<file path="config.mk">
export PLATFORM = sky130hd
export DESIGN_NAME = bram_arbiter
export DESIGN_NICKNAME = d
export VERILOG_FILES = /design/src/rtl/bram_arbiter.sv
export SDC_FILE = /design/constraint.sdc
export NUM_CORES = 1
export LEC_CHECK = 0
export ABC_CLOCK_PERIOD_IN_PS = 4600
export CAP_MARGIN = 5
export CORE_AREA = 2 2 336 338
export DETAILED_ROUTE_END_ITERATION = 10
export DIE_AREA = 0 0 338 340
export PLACE_DENSITY_LB_ADDON = 0.25
export SYNTH_ARGS = -nofsm -noshare
export SYNTH_HDL_FRONTEND = slang
export SYNTH_SLANG_ARGS = --single-unit
</file>
<file path="constraint.sdc">
create_clock -name clk -period 4.6 [get_ports clk]
set_clock_uncertainty 0.1 [all_clocks]
set_input_delay 0.92 -clock clk [delete_from_list [all_inputs] [get_ports clk]]
set_output_delay 0.92 -clock clk [all_outputs]
set_load 0.005 [all_outputs]
</file>
<file path="src/rtl/bram_arbiter.sv">
// Round-robin arbiter sharing one simple-dual-port block RAM between NREQ requesters.
// Writes go straight to port A; reads use port B and return data through a registered per-requester slot.
module bram_arbiter #(
    parameter int unsigned WIDTH = 128,
    parameter int unsigned DEPTH = 128,
    parameter int unsigned ADDRW = $clog2(DEPTH),
    parameter int unsigned MASKW = WIDTH / 8,
    parameter int unsigned NREQ  = 2
) (
    input  logic                    clk,
    input  logic                    rst_n,
    input  logic [NREQ-1:0]         req_valid,
    output logic [NREQ-1:0]         req_ready,
    input  logic [NREQ-1:0]         req_we,
    input  logic [NREQ*ADDRW-1:0]   req_addr,
    input  logic [NREQ*MASKW-1:0]   req_wmask,
    input  logic [NREQ*WIDTH-1:0]   req_wdata,
    output logic [NREQ-1:0]         resp_valid,
    input  logic [NREQ-1:0]         resp_ready,
    output logic [NREQ*WIDTH-1:0]   resp_data,
    output logic                    bram_ena,
    output logic [MASKW-1:0]        bram_wea,
    output logic [ADDRW-1:0]        bram_addra,
    output logic [WIDTH-1:0]        bram_dia,
    output logic                    bram_enb,
    output logic [ADDRW-1:0]        bram_addrb,
    input  logic [WIDTH-1:0]        bram_dob
);

    localparam int unsigned IDXW = $clog2(NREQ);

    logic [IDXW-1:0]       last_grant_q, last_grant_d;
    logic [NREQ-1:0]       pending_q, pending_d;
    logic [NREQ-1:0]       resp_valid_q, resp_valid_d;
    logic [NREQ*WIDTH-1:0] resp_data_q, resp_data_d;

    logic [NREQ-1:0]  elig;
    logic [NREQ-1:0]  grant;
    logic [IDXW-1:0]  grant_idx;
    logic             grant_any;
    logic [IDXW-1:0]  sel;
    logic             sel_we;
    logic [ADDRW-1:0] sel_addr;
    logic [MASKW-1:0] sel_mask;
    logic [WIDTH-1:0] sel_wdata;

    // A read is only eligible once its slot is free or being drained this cycle.
    always_comb begin
        elig = '0;
        for (int unsigned i = 0; i < NREQ; i++) begin
            elig[i] = rst_n & req_valid[i] &
                      (req_we[i] | (~pending_q[i] & (~resp_valid_q[i] | resp_ready[i])));
        end
    end

    // Round-robin search starting one past the last granted requester.
    always_comb begin
        int unsigned idx;
        idx       = 0;
        grant_any = 1'b0;
        grant_idx = last_grant_q;
        for (int unsigned k = 1; k <= NREQ; k++) begin
            idx = (32'(last_grant_q) + k) % NREQ;
            if (!grant_any && elig[IDXW'(idx)]) begin
                grant_any = 1'b1;
                grant_idx = IDXW'(idx);
            end
        end
        grant = grant_any ? (NREQ'(1) << grant_idx) : '0;
    end

    // Idle cycles drive the RAM address/data from requester 0.
    always_comb begin
        sel        = grant_any ? grant_idx : '0;
        sel_we     = req_we[sel];
        sel_addr   = req_addr[32'(sel)*ADDRW +: ADDRW];
        sel_mask   = req_wmask[32'(sel)*MASKW +: MASKW];
        sel_wdata  = req_wdata[32'(sel)*WIDTH +: WIDTH];
        bram_ena   = grant_any & sel_we;
        bram_wea   = bram_ena ? sel_mask : '0;
        bram_addra = sel_addr;
        bram_dia   = sel_wdata;
        bram_enb   = grant_any & ~sel_we;
        bram_addrb = sel_addr;
    end

    // Capture of RAM read data takes priority over a same-edge drain.
    always_comb begin
        last_grant_d = grant_any ? grant_idx : last_grant_q;
        pending_d    = grant & ~req_we;
        resp_valid_d = resp_valid_q;
        resp_data_d  = resp_data_q;
        for (int unsigned i = 0; i < NREQ; i++) begin
            if (resp_valid_q[i] && resp_ready[i]) begin
                resp_valid_d[i] = 1'b0;
            end
            if (pending_q[i]) begin
                resp_valid_d[i]                 = 1'b1;
                resp_data_d[i*WIDTH +: WIDTH]   = bram_dob;
            end
        end
    end

    always_ff @(posedge clk or negedge rst_n) begin
        if (!rst_n) begin
            last_grant_q <= IDXW'(NREQ - 1);
            pending_q    <= '0;
            resp_valid_q <= '0;
            resp_data_q  <= '0;
        end else begin
            last_grant_q <= last_grant_d;
            pending_q    <= pending_d;
            resp_valid_q <= resp_valid_d;
            resp_data_q  <= resp_data_d;
        end
    end

    assign req_ready  = grant;
    assign resp_valid = resp_valid_q;
    assign resp_data  = resp_data_q;

endmodule

</file>
==> results.md <==
* DR iter-0 viols at 272
* Hold Fails Final Rpt at 0
* M1 WL at 24.4 mm
* Fillers at 11900
* Post-DR vias/cell at 3.30
* Clk Latency, worst-skew pair at 590 ps
* Post-Place Cell Area at 22600 µm²
* Post-Synthesis Cell Area at 12100 µm²
* Min cycle time layout at 4610 ps
* Chip width at 338 µm
* Clock tree buffer depth at 3
* Internal power at 0.00649 W
* R2R depth at 4
* Leakage at 9.44 nW
* Most common cell after layout, fill and taps aside: clkdlybuf4s50_1
* Unrepaired setup endpoints after global routing: yes
* # nets final at 2106
* Tot GR Track Use at 13.1%
* Post-synthesis sequential area ratio at 54.0%
* Worst path cell trace: clkdlybuf4s50_1 -> or3b_1 -> buf_4 -> nand4_4 -> nand2_8 -> buf_4 -> mux2_4 -> clkdlybuf4s50_1
* Antenna Violating Nets Remaining at 0
* HPWL after DPL at 66.3 mm
* GR Overflow Total at 0
* P_sw at 0.00238 W
* Crit-path slowest cell: clkdlybuf4s50_1
* Clock Power Share at 29.4%
* Pre-antenna DRT Iters at 4
* Placed insts at 3135
* Comb power frac at 34.9%
* Synthesized area per cell at 15.4 µm²
* CP arrival at 3590 ps
* Yosys cell types at 35
* CTS clk-pin slew, worst paths at 60 ps
* Met2 wire len at 42.3 mm
* Postcts setup bufs at 0
* Register area at 6540 µm²
* Area growth, synth to finish at 96.6%
* Worst-path maximum fanout at 36
* Max-slew violations at 0
* Final core utilization at 21.3%
* Vias in the first global route at 11700
* Reg-to-reg endpoint: resp_data[111]
* Vias post-DR at 10600
* Startpoint types: primary input
* Synth warnings at 0
* Failing checks: negative setup slack
* WS Path Type: primary input to output pin
* R2R setup slack at 1540 ps
* Maxcap violations at 0
* # IOs at 858
* Top_reg_cell synth: dfrtp_1
* Antenna violations before repair at 50
* Max Used Layer: met5
* Design area at 23800 µm²
* Cts bufs inserted at 30
* Final setup margin at -5.35 ps
* Drt drc at 0
* Syn Nets at 1224
* Worst-Margin Slew at 916 ps
* Most frequent cells in the layout: clkdlybuf4s50_1, mux2_2, dfrtp_1, mux2_4, buf_4
* Wire per inst at 24.6 µm
* Peak Freq at 217 MHz
* Gpl congestion at 0.825
* CTS tree: done
* Post-Syn Instances at 786
* #FFs+latches synth at 261
* # port buffers at 857
* Non-filler cells, final at 3212
* Largest net degree at the start of global routing at 106
* Final setup viols at 1
* Clk sinks at 261
* FFs w/ async S/R, synth at 100%
* Number of flops mapped to enable cells by yosys at 0
* CORE AREA at 112000 µm²
* Part of the power in registers at 35.7%
* DRT Wirelength at 79.1 mm
* Multi-input gate area at 5230 µm²
* Clk root buf: clkbuf_16
* VDD IR max at 301 µV
* Final period util at 100%
* Row cnt at 123
* H-tree Lvls at 1
* Starting Density at 10.9%
* Rel. slew slack at 39.0%
* Die Ht at 340 µm
* Die area at 115000 µm²
* Met3 WL post-DR at 9.26 mm
* Outcome: finished, violations left
* First-pass GRT wire length at 103 mm
* Worst path required time at 3580 ps
* Switching share of power at 26.8%
* Cell Pwr Density at 373 nW/µm²
* Layout cell share with drive strength beyond 1 at 30.1%
* Hold Path Class: primary input to async pin
* Crit end category: output pin
* Crit path largest cell delay at 490 ps
* RR Startpoint: pending_q[0]
==> final cells by class <==
type | count | area share [%]
repair buffers | 907 | 37.9
clock inverters | 10 | 0.704
multi-input cells | 465 | 22.0
clock buffers | 46 | 3.83
inverters | 3 | 0.0473
flip-flops and latches | 261 | 27.5
well taps | 1500 | 7.89
diodes | 20 | 0.210
==> per-layer routing <==
metal | up-vias | GRT usage, %
li1 | 4632 | -
met1 | 5240 | 12.0
met2 | 582 | 24.5
met3 | 141 | 5.65
met4 | 20 | 6.04
met5 | - | 0
==> flip-flops by register name, summed over array words and instances (netlist names) <==
name / count
resp_data: 256
pending_q: 2
resp_valid: 2
last_grant_q: 1
==> how the worst max path moves through the flow <==
| stage | start | endpoint | slack, ps |
|---|---|---|---|
| after floorplan | resp_ready[0] | bram_addrb[5] | 1220 |
| after global placement | req_we[0] | bram_wea[0] | -20 |
| after detailed placement | req_we[0] | bram_dia[19] | -20 |
| after CTS | req_we[0] | bram_dia[45] | 5 |
| after global routing | req_we[0] | bram_dia[91] | -60 |
| final | req_we[0] | bram_dia[58] | -5 |
==> critical path, delay by kind of cell <==
| kind | cells | cell delay, ps |
|---|---|---|
| mux | 1 | 320 |
| buf+inv | 4 | 1480 |
| simple gates | 3 | 770 |
==> logic make-up after synthesis <==
group / synth area share, %
buffers and inverters: 2.99
muxes: 39.5
AOI/OAI and AO/OA: 1.66
DFF: 54.0
and+or+nand+nor: 1.93
==> power by group through the flow <==
| stage | combinational (W) | sequential (W) | clock [W] |
|---|---|---|---|
| 2_1_floorplan | 0.000825 | 0.00321 | 0 |
| 3_3_place_gp | 0.00314 | 0.00319 | 0 |
| 3_5_place_dp | 0.00313 | 0.00321 | 0 |
| 4_1_cts | 0.00315 | 0.00318 | 0.00273 |
| 5_1_grt | 0.00328 | 0.00325 | 0.00284 |
| 6_report | 0.00309 | 0.00317 | 0.00261 |
==> stage by stage <==
stage | power (W) | worst slack, ps | TNS (ps) | hold WS (ps)
4_1_cts | 0.00907 | 4.80 | 0 | 145
6_report | 0.00887 | -5.35 | -5.35 | 192
5_1_grt | 0.00937 | -56.2 | -903 | 155
3_3_place_gp | 0.00633 | -16.4 | -16.4 | 391
2_1_floorplan | 0.00404 | 1220 | 0 | 390
3_5_place_dp | 0.00635 | -18.6 | -35.5 | 387
==> Yosys cell counts (2+ instances only) <==
library cell | n | area [µm²]
inv_1 | 3 | 11.3
mux2_1 | 2 | 22.5
mux2_4 | 100 | 1500
a21oi_1 | 16 | 80.1
dfrtp_1 | 260 | 6510
and3_1 | 2 | 12.5
mux2_2 | 289 | 3250
buf_4 | 7 | 52.6
buf_2 | 3 | 15.0
buf_1 | 4 | 15.0
buf_6 | 14 | 158
nor2_1 | 4 | 15.0
clkbuf_1 | 28 | 105
o21ai_0 | 16 | 80.1
nand3_1 | 17 | 85.1
nor2b_1 | 2 | 12.5
==> repair_timing <==
item	CTS	global route
pin swaps	1	0
endpoints found under the setup margin	2	45
hold buffers	1	0
hold endpoints to repair	1	0
resized for setup	2	5
Note: power is estimated with default switching activity, not from simulation.
